[config.mk]
export PLATFORM = sky130hd
export DESIGN_NAME = branch_update_queue
export DESIGN_NICKNAME = d
export VERILOG_FILES = /design/src/rtl/branch_pkg.sv /design/src/rtl/branch_entry_ram.sv /design/src/rtl/branch_update_queue.sv
export SDC_FILE = /design/constraint.sdc
export NUM_CORES = 1
export LEC_CHECK = 0
export BUFFER_PORTS_ARGS = -buffer_cell sky130_fd_sc_hd__buf_2
export CORE_MARGIN = 1.5
export CORE_UTILIZATION = 42
export CTS_BUF_LIST = sky130_fd_sc_hd__clkbuf_4 sky130_fd_sc_hd__clkbuf_8
export DETAILED_ROUTE_END_ITERATION = 10
export SYNTH_ARGS = -nofsm -noshare
export SYNTH_HDL_FRONTEND = slang
export SYNTH_HIERARCHICAL = 1
export SYNTH_SLANG_ARGS = --single-unit
export TNS_END_PERCENT = 30
[constraint.sdc]
create_clock -name clk -period 4.89 [get_ports clk]
set_clock_uncertainty 0.1 [all_clocks]
set_input_delay 0.2445 -clock clk [delete_from_list [all_inputs] [get_ports clk]]
set_output_delay 0.2445 -clock clk [all_outputs]
set_load 0.02 [all_outputs]
[src/rtl/branch_pkg.sv]
// Shared branch-tracking definitions used by the update queue and the tournament predictor.
package branch_pkg;

  localparam int BQ_DEPTH    = 8;
  localparam int BQ_PC_WIDTH = 16;

  // Bit positions inside a stored entry. These offsets do not depend on the PC width,
  // so any PC_WIDTH packs the same way as branch_entry_t.
  localparam int PRED_BIT        = 0;
  localparam int P_BIT           = 1;
  localparam int G_BIT           = 2;
  localparam int PC_LSB          = 3;
  localparam int ENTRY_META_BITS = 3;

  typedef struct packed {
    logic [BQ_PC_WIDTH-1:0] pc;
    logic                   g;
    logic                   p;
    logic                   pred;
  } branch_entry_t;

endpackage

[src/rtl/branch_entry_ram.sv]
// Entry storage: one synchronous write port and one asynchronous read port.
module branch_entry_ram #(
  parameter int DEPTH = 8,
  parameter int WIDTH = 19
) (
  input  logic                     clk,
  input  logic                     we,
  input  logic [$clog2(DEPTH)-1:0] wAddr,
  input  logic [WIDTH-1:0]         wData,
  input  logic [$clog2(DEPTH)-1:0] rAddr,
  output logic [WIDTH-1:0]         rData
);

  logic [WIDTH-1:0] mem [DEPTH];

  always_ff @(posedge clk) begin
    if (we) mem[wAddr] <= wData;
  end

  assign rData = mem[rAddr];

endmodule

[src/rtl/branch_update_queue.sv]
// In-order queue of predicted branches; on resolve it pops the oldest entry and
// emits a one-cycle predictor training strobe, flushing younger entries on a mispredict.
module branch_update_queue
  import branch_pkg::*;
#(
  parameter int DEPTH    = BQ_DEPTH,
  parameter int PC_WIDTH = BQ_PC_WIDTH
) (
  input  logic                       clk,
  input  logic                       reset,
  input  logic                       alloc,
  input  logic [PC_WIDTH-1:0]        allocPC,
  input  logic                       allocG,
  input  logic                       allocP,
  input  logic                       allocPred,
  input  logic                       resolve,
  input  logic                       resolveTaken,
  output logic                       update,
  output logic [PC_WIDTH-1:0]        updatePC,
  output logic                       gReality,
  output logic                       pReality,
  output logic                       reality,
  output logic                       mispredict,
  output logic                       full,
  output logic                       empty,
  output logic [$clog2(DEPTH):0]     count,
  output logic                       error
);

  localparam int PTR_W   = $clog2(DEPTH);
  localparam int CNT_W   = PTR_W + 1;
  localparam int ENTRY_W = PC_WIDTH + ENTRY_META_BITS;

  logic [PTR_W-1:0]   head, tail;
  logic [ENTRY_W-1:0] headEntry, newEntry;
  logic               allocOk, resolveOk, flush, headPred;

  // Handshake: alloc and resolve are single-cycle requests with no back-pressure.
  // A request is accepted when full/empty (from registered count) allow it; a
  // rejected request is dropped and latched into the sticky error flag, except an
  // alloc that coincides with a mispredict flush, which is dropped silently.
  assign full  = (count == CNT_W'(DEPTH));
  assign empty = (count == '0);

  assign headPred  = headEntry[PRED_BIT];
  assign resolveOk = resolve && !empty;
  assign flush     = resolveOk && (headPred != resolveTaken);
  assign allocOk   = alloc && !full && !flush;
  assign newEntry  = {allocPC, allocG, allocP, allocPred};

  branch_entry_ram #(
    .DEPTH (DEPTH),
    .WIDTH (ENTRY_W)
  ) u_ram (
    .clk   (clk),
    .we    (allocOk && !reset),
    .wAddr (tail),
    .wData (newEntry),
    .rAddr (head),
    .rData (headEntry)
  );

  always_ff @(posedge clk) begin
    if (reset) begin
      head       <= '0;
      tail       <= '0;
      count      <= '0;
      error      <= 1'b0;
      update     <= 1'b0;
      updatePC   <= '0;
      gReality   <= 1'b0;
      pReality   <= 1'b0;
      reality    <= 1'b0;
      mispredict <= 1'b0;
    end else begin
      if ((alloc && full && !flush) || (resolve && empty)) error <= 1'b1;

      if (flush) begin
        // Everything younger than the mispredicted branch is wrong-path work.
        head  <= head + PTR_W'(1);
        tail  <= head + PTR_W'(1);
        count <= '0;
      end else begin
        if (allocOk)   tail <= tail + PTR_W'(1);
        if (resolveOk) head <= head + PTR_W'(1);
        case ({allocOk, resolveOk})
          2'b10:   count <= count + CNT_W'(1);
          2'b01:   count <= count - CNT_W'(1);
          default: count <= count;
        endcase
      end

      update <= resolveOk;
      if (resolveOk) begin
        updatePC   <= headEntry[PC_LSB +: PC_WIDTH];
        gReality   <= (headEntry[G_BIT] == resolveTaken);
        pReality   <= (headEntry[P_BIT] == resolveTaken);
        reality    <= resolveTaken;
        mispredict <= (headPred != resolveTaken);
      end
    end
  end

endmodule

==> impl_metrics.toml, run 1 <==
[run_status]
outcome = "completed"

[detailed_routing]
wl_per_cell_um = 20.3
dr.first_iter.drc_count = 316
viasPerCell = 5.23
antenna_left = 0
drc = 0
drt-pass1-iter-count = 4
num_vias = 3724
wl_mm = 14.4

[cts]
clock_latency_ps = 460
post_cts_buffers = 0
clock-sinks = 184
clock_path_buffers = 2
numCtsBuffers = 17
clkSlewWorstSetupHoldPaths_ps = 100
cts_max_level = 4
cts-root-buf = "clkbuf_8"
cts_tree = "built"

[floorplanning]
row_count = 47
start_util_pct = 43.5
die-area_um2 = 18200
core_region_area_um2 = 16800
die_h_um = 135
io_pins = 52
die_width_um = 135

[global_route]
grt_pass1_wl_mm = 22.2
overflow = 0
first_global_vias = 3844
antenna_found_initial = 0
grt_start_max_net_pins = 32
grt_usage_pct = 17.0

[placement]
dp_hpwl_mm = 8.83
finalWeightedCongestion = 0.718
placed_area_um2 = 7800
numPortBuffers = 51

[logic_synthesis]
seq_area_frac_synth_pct = 71.4
syn_avg_cell_area_um2 = 18.5
synthAdderAreaFrac_pct = 0.858
synth_compound_area_share_pct = 2.61
syn_nets = 423
synth_seq_cells = 184
synth_top_family_by_area = "multiplexers"
synth_cell_types = 33
syn_inst = 394
synth_area_um2 = 7290
synth_top_flop_cell = "edfxtp_1"
synth_enable_flop_cells = 152
synth-simple-area-share_pct = 5.35
async_flop_share_pct = 0
synthXorXnorAreaFrac_pct = 1.32
yosys_warnings = 6
muxShareOfSynthArea_pct = 16.5

[power_and_ir_drop]
ir_drop_uv = 318
p_seq_share_pct = 48.2
internal_power_mw = 2.88
combPwrFrac_pct = 26.0
leakage_nw = 2.89
powerDensity_nw_per_um2 = 485
p_total_mw = 4.09
p_sw_mw = 1.20
swShare_pct = 29.4
power_frac_clock_pct = 25.8

[timing]
min_period_ps = 3510
maxSlewHeadroom_pct = 53.4
setup_viol = 0
slew_violations = 0
grt_setup_unrepaired = "false"
finalSetupTns_ps = 0
hold_viol_final = 0
fmax_mhz = 285
holdWs_ps = 193
timing.final.crit_share_pct = 71.8
worst_slew_pin_slew_ps = 698

[worst_setup_path]
crit_type = "flop to flop"
crit_slowest_cell = "mux4_1"
worst_setup_path_start_kind = "flop"
slowest_delay_ps = 610
worstPathArrival_ps = 3560
cp-end-kind = "flop"
crit_fanout = 13
path_cells = "mux4_1, mux2_4, xor2_1, nand2_4, nand2b_1, nor2_1, nand2_1, nor2_2, buf_4"
worstPathRequired_ps = 4940

[min_path]
min_path_type = "input port to flop"

[finish]
design_area_um2 = 8430
final_common_cell = "edfxtp_1"
area_delta_synth_final_pct = 15.6
mostFrequentLayoutCells = "152 x edfxtp_1, 51 x buf_2, 47 x nand2_1"
num_antenna_cells = 0
drive_above_1_share_pct = 32.5
nets = 508

[flow_run]
maxCapViolCount = 0
[power groups by stage]
stage	Clock [mW]	Combinational, mW	Sequential [mW]
floorplan	0	0.782	2.05
global placement	0	1.06	2.00
detailed placement	0	1.06	2.01
CTS	1.08	1.09	1.97
global route	1.14	1.16	1.99
finish	1.06	1.06	1.97
[per-layer routing]
metal	global-route usage [%]	wire length [um]
met1	23.0	6610
met2	26.8	6910
met3	3.53	542
met4	7.53	360
met5	0	0
[synth_stat cells (2+ instances only)]
library cell / number / share of area (%)
nor2_1: 17 / 0.88
buf_12: 2 / 0.55
clkbuf_1: 4 / 0.21
xor2_1: 7 / 0.84
mux4_2: 29 / 9.0
buf_2: 10 / 0.69
o21ai_0: 2 / 0.14
dfxtp_1: 32 / 8.8
xnor2_1: 4 / 0.48
a211oi_2: 2 / 0.34
mux2i_1: 3 / 0.41
nand2b_1: 7 / 0.60
edfxtp_1: 152 / 63
mux4_1: 9 / 3.2
a21oi_1: 26 / 1.8
nor3_1: 2 / 0.14
nand2_1: 47 / 2.4
buf_6: 3 / 0.46
mux2_4: 18 / 3.7
ha_1: 5 / 0.86
[cells by family after synthesis]
kind of cell / Yosys count
flops: 184
fa+ha+maj: 5
buf+inv: 20
compound gates: 33
simple gates: 81
xor+xnor: 11
mux: 60
[stage by stage]
step | std cells | setup slack [ps] | utilization [%]
floorplan | 394 | 984 | -
global placement | 658 | 1430 | 46.5
detailed placement | 658 | 1360 | 46.5
CTS | 712 | 1340 | 50.3
global route | 712 | 1170 | 50.3
finish | 712 | 1380 | 50.3
[worst paths after layout]
kind	from	to	slack [ps]	cells after the start
max	head[0]$_SDFFE_PP0P_	u_ram/mem[5][12]$_DFFE_PP_	1380	9
min	resolve	update$_SDFF_PP0_	190	3
max reg2reg	head[0]$_SDFFE_PP0P_	u_ram/mem[5][12]$_DFFE_PP_	1380	9
min reg2reg	updatePC[15]$_SDFFE_PP0P_	updatePC[15]$_SDFFE_PP0P_	350	2
[cell type report]
type                            count  area (um2)
Sequential cell                   184        5210
Timing Repair Buffer               85         566
Clock buffer                       18         241
Multi-Input combinational cell    190        1970
Clock inverter                     14         165
Inverter                            1        6.26
Tap cell                          220         275
Fill cell                        1393        8330
[timing repair]
action / CTS / global route
resized for setup: 0 / 0
hold buffers: 22 / 0
hold endpoints to repair: 149 / 0
[sequential cells by signal, indices dropped and copies added, names as in the netlist, 3 cells and up]
signal / cells
tail: 3
count: 4
u_ram/mem: 152
updatePC: 16
head: 3
[critical path, delay by kind of cell, from the launching register on]
| family | cells | cell delay [ps] |
|---|---|---|
| DFF | 1 | 600 |
| muxes | 2 | 890 |
| xor gates and xnor gates | 1 | 170 |
| buffers and inverters | 1 | 320 |
| and+or+nand+nor | 5 | 1090 |
No activity file was read; power rests on OpenSTA's default activity.
==> run 2, diff against run 1 <==
- clock period: 4.89 -> 3.67 ns (I/O delays scaled with it)
==> run 2 against run 1 <==
Sequential share of layout area decreased by 0.54 points. Maximum frequency increased by 9.0%. Register-to-register slack got worse by 930 ps. Die area unchanged. Critical path depth increased by 3. Clock power increased by 29%. Flip-flop and latch count unchanged. Wire length decreased by 7.4%. Total power increased by 33%. First-iteration DRC count decreased by 35%. Final cell count increased by 1.3%. Sequential power increased by 32%.
==> impl_metrics.toml, run 2 (synthesis results as in run 1) <==
[finish]
drive_above_1_share_pct = 33.7
num_antenna_cells = 0
final_common_cell = "edfxtp_1"
mostFrequentLayoutCells = "152 x edfxtp_1, 51 x buf_2, 47 x nand2_1"
reg_top3 = "u_ram/mem x152, updatePC x16, count x4"
nets = 517
top_register = "u_ram/mem"
area_delta_synth_final_pct = 16.6
largest_register_ffs = 152
utilization_pct = 50.7
design_area_um2 = 8500

[timing]
maxSlewHeadroom_pct = 59.7
min_period_ps = 3220
timing.final.crit_share_pct = 87.7
setup_viol = 0
hold_viol_final = 0
worst_slew_pin_slew_ps = 605
grt_setup_unrepaired = "false"
fmax_mhz = 311
slew_violations = 0

[floorplanning]
die_h_um = 135
die_width_um = 135
core_region_area_um2 = 16800
row_count = 47
die-area_um2 = 18200
start_util_pct = 43.5
io_pins = 52

[worst_setup_path]
slowest_delay_ps = 570
r2r_end = "count[2]$_SDFFE_PP0P_"
cpMostUsedCell = "xor2_1"
worstPathArrival_ps = 3500
cp-end-kind = "flop"
r2r-start = "head[0]$_SDFFE_PP0P_"
ff2ff_path_depth = 12
crit_fanout = 11
crit_slowest_cell = "mux4_1"
path_cells = "mux4_1, mux2_4, xor2_1, nand2_4, nand2b_1, ha_1, xor2_1, ha_1, a21oi_1, xor2_1, or3_1, a21oi_1"
worst_setup_path_start_kind = "flop"
crit_type = "flop to flop"
r2r_setup_slack_ps = 450
worstPathRequired_ps = 3950

[global_route]
antenna_found_initial = 0
grt_start_max_net_pins = 32
overflow = 0
grt_usage_pct = 15.8
grt_pass1_wl_mm = 20.9
first_global_vias = 3835

[cts]
post_cts_resized = 0
cts_tree = "built"
clkSlewWorstSetupHoldPaths_ps = 90
cts_hold_buf = 22
post_cts_buffers = 0
numCtsBuffers = 17
clock_path_buffers = 2
clock_latency_ps = 450
clock-sinks = 184
cts_max_level = 4
cts-root-buf = "clkbuf_8"

[flow_run]
maxCapViolCount = 0

[detailed_routing]
wl_mm = 13.4
drt-pass1-iter-count = 5
antenna_left = 0
viasPerCell = 5.04
dr.first_iter.drc_count = 204
wl_per_cell_um = 18.5
drc = 0
num_vias = 3636

[placement]
finalWeightedCongestion = 0.724
placed_area_um2 = 7870
numPortBuffers = 51
dp_hpwl_mm = 8.43

[power_and_ir_drop]
ir_drop_uv = 571
p_total_mw = 5.43
leakage_nw = 2.93
powerDensity_nw_per_um2 = 639

[run_status]
outcome = "completed"

[min_path]
min_path_type = "input port to flop"
min_from = "reset"
hold-path-endpoint = "update$_SDFF_PP0_"
hold-path-cell-count = 2
run 2: cell count changes in the layout (fill, tap and decap cells not counted), moves of 2 or more:
cell,change
clkinvlp_4,+2
buf_4,+9
clkbuf_4,+2
clkinv_4,+2
inv_4,-7
clkbuf_8,+3
run 2: through the flow:
step	hold slack [ps]	setup TNS [ps]	cells	setup slack, ps
floorplan	182	-4410	394	-232
global placement	340	0	667	564
detailed placement	345	0	667	469
CTS	106	0	721	445
global route	125	0	721	246
finish	132	0	721	450
run 2: per-layer routing:
metal / vias up / part of all wire (%) / track usage, %
li1: 1718 / - / -
met1: 1831 / 46 / 20.5
met2: 78 / 49 / 26.0
met3: 9 / 4.0 / 4.05
met4: 0 / 1.0 / 5.26
met5: - / 0 / 0
run 2: worst max-delay path by stage:
stage	start	slack, ps	endpoint	cells past startpoint
final	head[0]$_SDFFE_PP0P_	450	count[2]$_SDFFE_PP0P_	12
after floorplan	head[0]$_SDFFE_PP0P_	-230	u_ram/mem[4][0]$_DFFE_PP_	10
after detailed placement	head[0]$_SDFFE_PP0P_	470	count[2]$_SDFFE_PP0P_	12
after global placement	head[0]$_SDFFE_PP0P_	560	count[2]$_SDFFE_PP0P_	12
after global routing	head[0]$_SDFFE_PP0P_	250	count[2]$_SDFFE_PP0P_	12
after CTS	head[0]$_SDFFE_PP0P_	450	count[2]$_SDFFE_PP0P_	12
run 2: worst max-delay path, delay by kind of cell, from the launching register on:
family / cells / cell delay (ps)
XOR/XNOR: 3 / 610
multiplexers: 2 / 860
AND/OR/NAND/NOR: 3 / 590
adder cells (fa/ha/maj): 2 / 420
AO/OA/AOI/OAI: 2 / 200
flip-flops: 1 / 370
run 2: layout make-up:
class / count / area, um2
clock buffers: 23 / 298
clock inverters: 9 / 115
fillers: 1369 / 8260
inverters: 1 / 6.26
multi-input cells: 190 / 1970
flip-flops and latches: 184 / 5210
well taps: 220 / 275
repair buffers: 94 / 633
run 2: where the power goes:
part	total [mW]	internal, mW	switching (mW)
clock network	1.37	0.688	0.683
registers	2.60	2.48	0.121
logic	1.46	0.700	0.761
==> run 3, diff against run 2 <==
- CORE_ASPECT_RATIO: default -> 0.8
- CORE_MARGIN: 1.5 -> default
==> run 3 against run 2 <==
Combinational power hardly changed. Total power is 3.9% lower. Count of clock-buffer cells in the layout is 4 lower. Flip-flop and latch count stayed put. Maximum frequency hardly changed. Die area is 1.5% lower. Global-route usage is 0.85 points higher.
==> impl_metrics.toml, run 3 (synthesis results as in run 1) <==
[finish]
reg_top3 = "u_ram/mem x152, updatePC x16, count x4"
design_area_um2 = 8410
final_common_cell = "edfxtp_1"
fill_cells = 1384
num_antenna_cells = 0
mostFrequentLayoutCells = "152 x edfxtp_1, 51 x buf_2, 47 x nand2_1"
top_register = "u_ram/mem"
largest_register_ffs = 152
utilization_pct = 50.2
nets = 514
area_delta_synth_final_pct = 15.4
drive_above_1_share_pct = 31.9

[timing]
timing.final.crit_share_pct = 87.8
grt_setup_unrepaired = "false"
hold_viol_final = 0
worst_slew_pin_slew_ps = 590
maxSlewHeadroom_pct = 60.7
min_period_ps = 3220
fmax_mhz = 310
finalSetupTns_ps = 0
fin_ws_ps = 448
setup_viol = 0
slew_violations = 0

[cts]
clkSlewWorstSetupHoldPaths_ps = 80
cts-root-buf = "clkbuf_8"
cts_max_level = 4
clock-sinks = 184
post_cts_buffers = 0
numCtsBuffers = 17
clock_path_buffers = 2
cts_tree = "built"
clock_latency_ps = 460

[floorplanning]
start_util_pct = 43.5
die_width_um = 149
die-area_um2 = 17900
io_pins = 52
core_region_area_um2 = 16800
die_h_um = 120
row_count = 42

[global_route]
overflow = 0
grt_start_max_net_pins = 32
grt_usage_pct = 16.6
antenna_found_initial = 0
first_global_vias = 3814
grt_pass1_wl_mm = 21.2

[worst_setup_path]
worstPathArrival_ps = 3500
worstPathRequired_ps = 3950
worst_setup_path_start_kind = "flop"
critPathLaunch = "head[0]$_SDFFE_PP0P_"
cp-end-kind = "flop"
r2r-start = "head[0]$_SDFFE_PP0P_"
crit_fanout = 11
crit_type = "flop to flop"

[min_path]
min_from = "resolve"
min_path_type = "input port to flop"

[detailed_routing]
drc = 0
num_vias = 3685
wl_per_cell_um = 19.1
antenna_left = 0
drt-pass1-iter-count = 5
dr.first_iter.drc_count = 217
viasPerCell = 5.13
wl_mm = 13.7

[placement]
numPortBuffers = 51
placed_area_um2 = 7860
finalWeightedCongestion = 0.755
post-place-ws_ps = 458
dp_hpwl_mm = 8.55

[power_and_ir_drop]
powerDensity_nw_per_um2 = 621
ir_drop_uv = 239
p_total_mw = 5.22
leakage_nw = 2.87

[flow_run]
maxCapViolCount = 0

[run_status]
outcome = "completed"
run 3: cell types whose count changed in the layout (fill, tap and decap cells not counted), sizes merged:
cell and change:
clkinv +5, bufinv -2, inv +1, clkbuf -4, buf -3
run 3: worst max-delay path, cell delays in order (launching register included):
cell and delay, ps:
dfxtp_2 370, mux4_1 550, mux2_4 280, xor2_1 270, nand2_4 150, nand2b_1 130
ha_1 290, xor2_1 180, ha_1 160, a21oi_1 50, xor2_1 160, or3_1 310
a21oi_1 150
run 3: power by group:
group	switching [mW]	internal, mW	total [mW]
sequential	0.126	2.48	2.60
combinational	0.761	0.695	1.46
clock	0.685	0.476	1.16
total	1.57	3.65	5.22
run 3: path summary, 6_finish.rpt:
kind                                              end  slack, ps  cells past startpoint
worst max-delay path            count[2]$_SDFFE_PP0P_        450                     12
worst min-delay path                update$_SDFF_PP0_        100                      3
worst max register to register  count[2]$_SDFFE_PP0P_        450                     12
worst min register to register  gReality$_SDFFE_PP0P_        360                      2
run 3: per-stage QoR:
| step | instances | hold slack (ps) |
|---|---|---|
| 2_1_floorplan | 394 | 182 |
| 3_3_place_gp | 664 | 341 |
| 3_5_place_dp | 664 | 347 |
| 4_1_cts | 718 | 68.0 |
| 5_1_grt | 718 | 105 |
| 6_report | 718 | 98.2 |
run 3: layout make-up:
| class | instances | area [um2] | area share (%) |
|---|---|---|---|
| clock buffer | 19 | 249 | 2.96 |
| multi-input combinational | 190 | 1970 | 23.4 |
| timing repair buffer | 91 | 623 | 7.41 |
| sequential | 184 | 5210 | 61.9 |
| inverter | 1 | 6.26 | 0.0744 |
| clock inverter | 13 | 78.8 | 0.937 |
| tap | 220 | 275 | 3.27 |
run 3: timing repair:
action / in CTS / in global routing
endpoints found under the setup margin: 0 / 0
hold endpoints to repair: 156 / 0
resized for setup: 0 / 0
hold buffers: 22 / 0
run 3: per-layer routing:
metal / wire, um / track usage (%) / vias to the layer above
met1: 6300 / 22.4 / 1869
li1: - / - / 1720
met4: 173 / 5.48 / 0
met3: 690 / 4.33 / 10
met5: 0 / 0 / -
met2: 6560 / 26.3 / 86
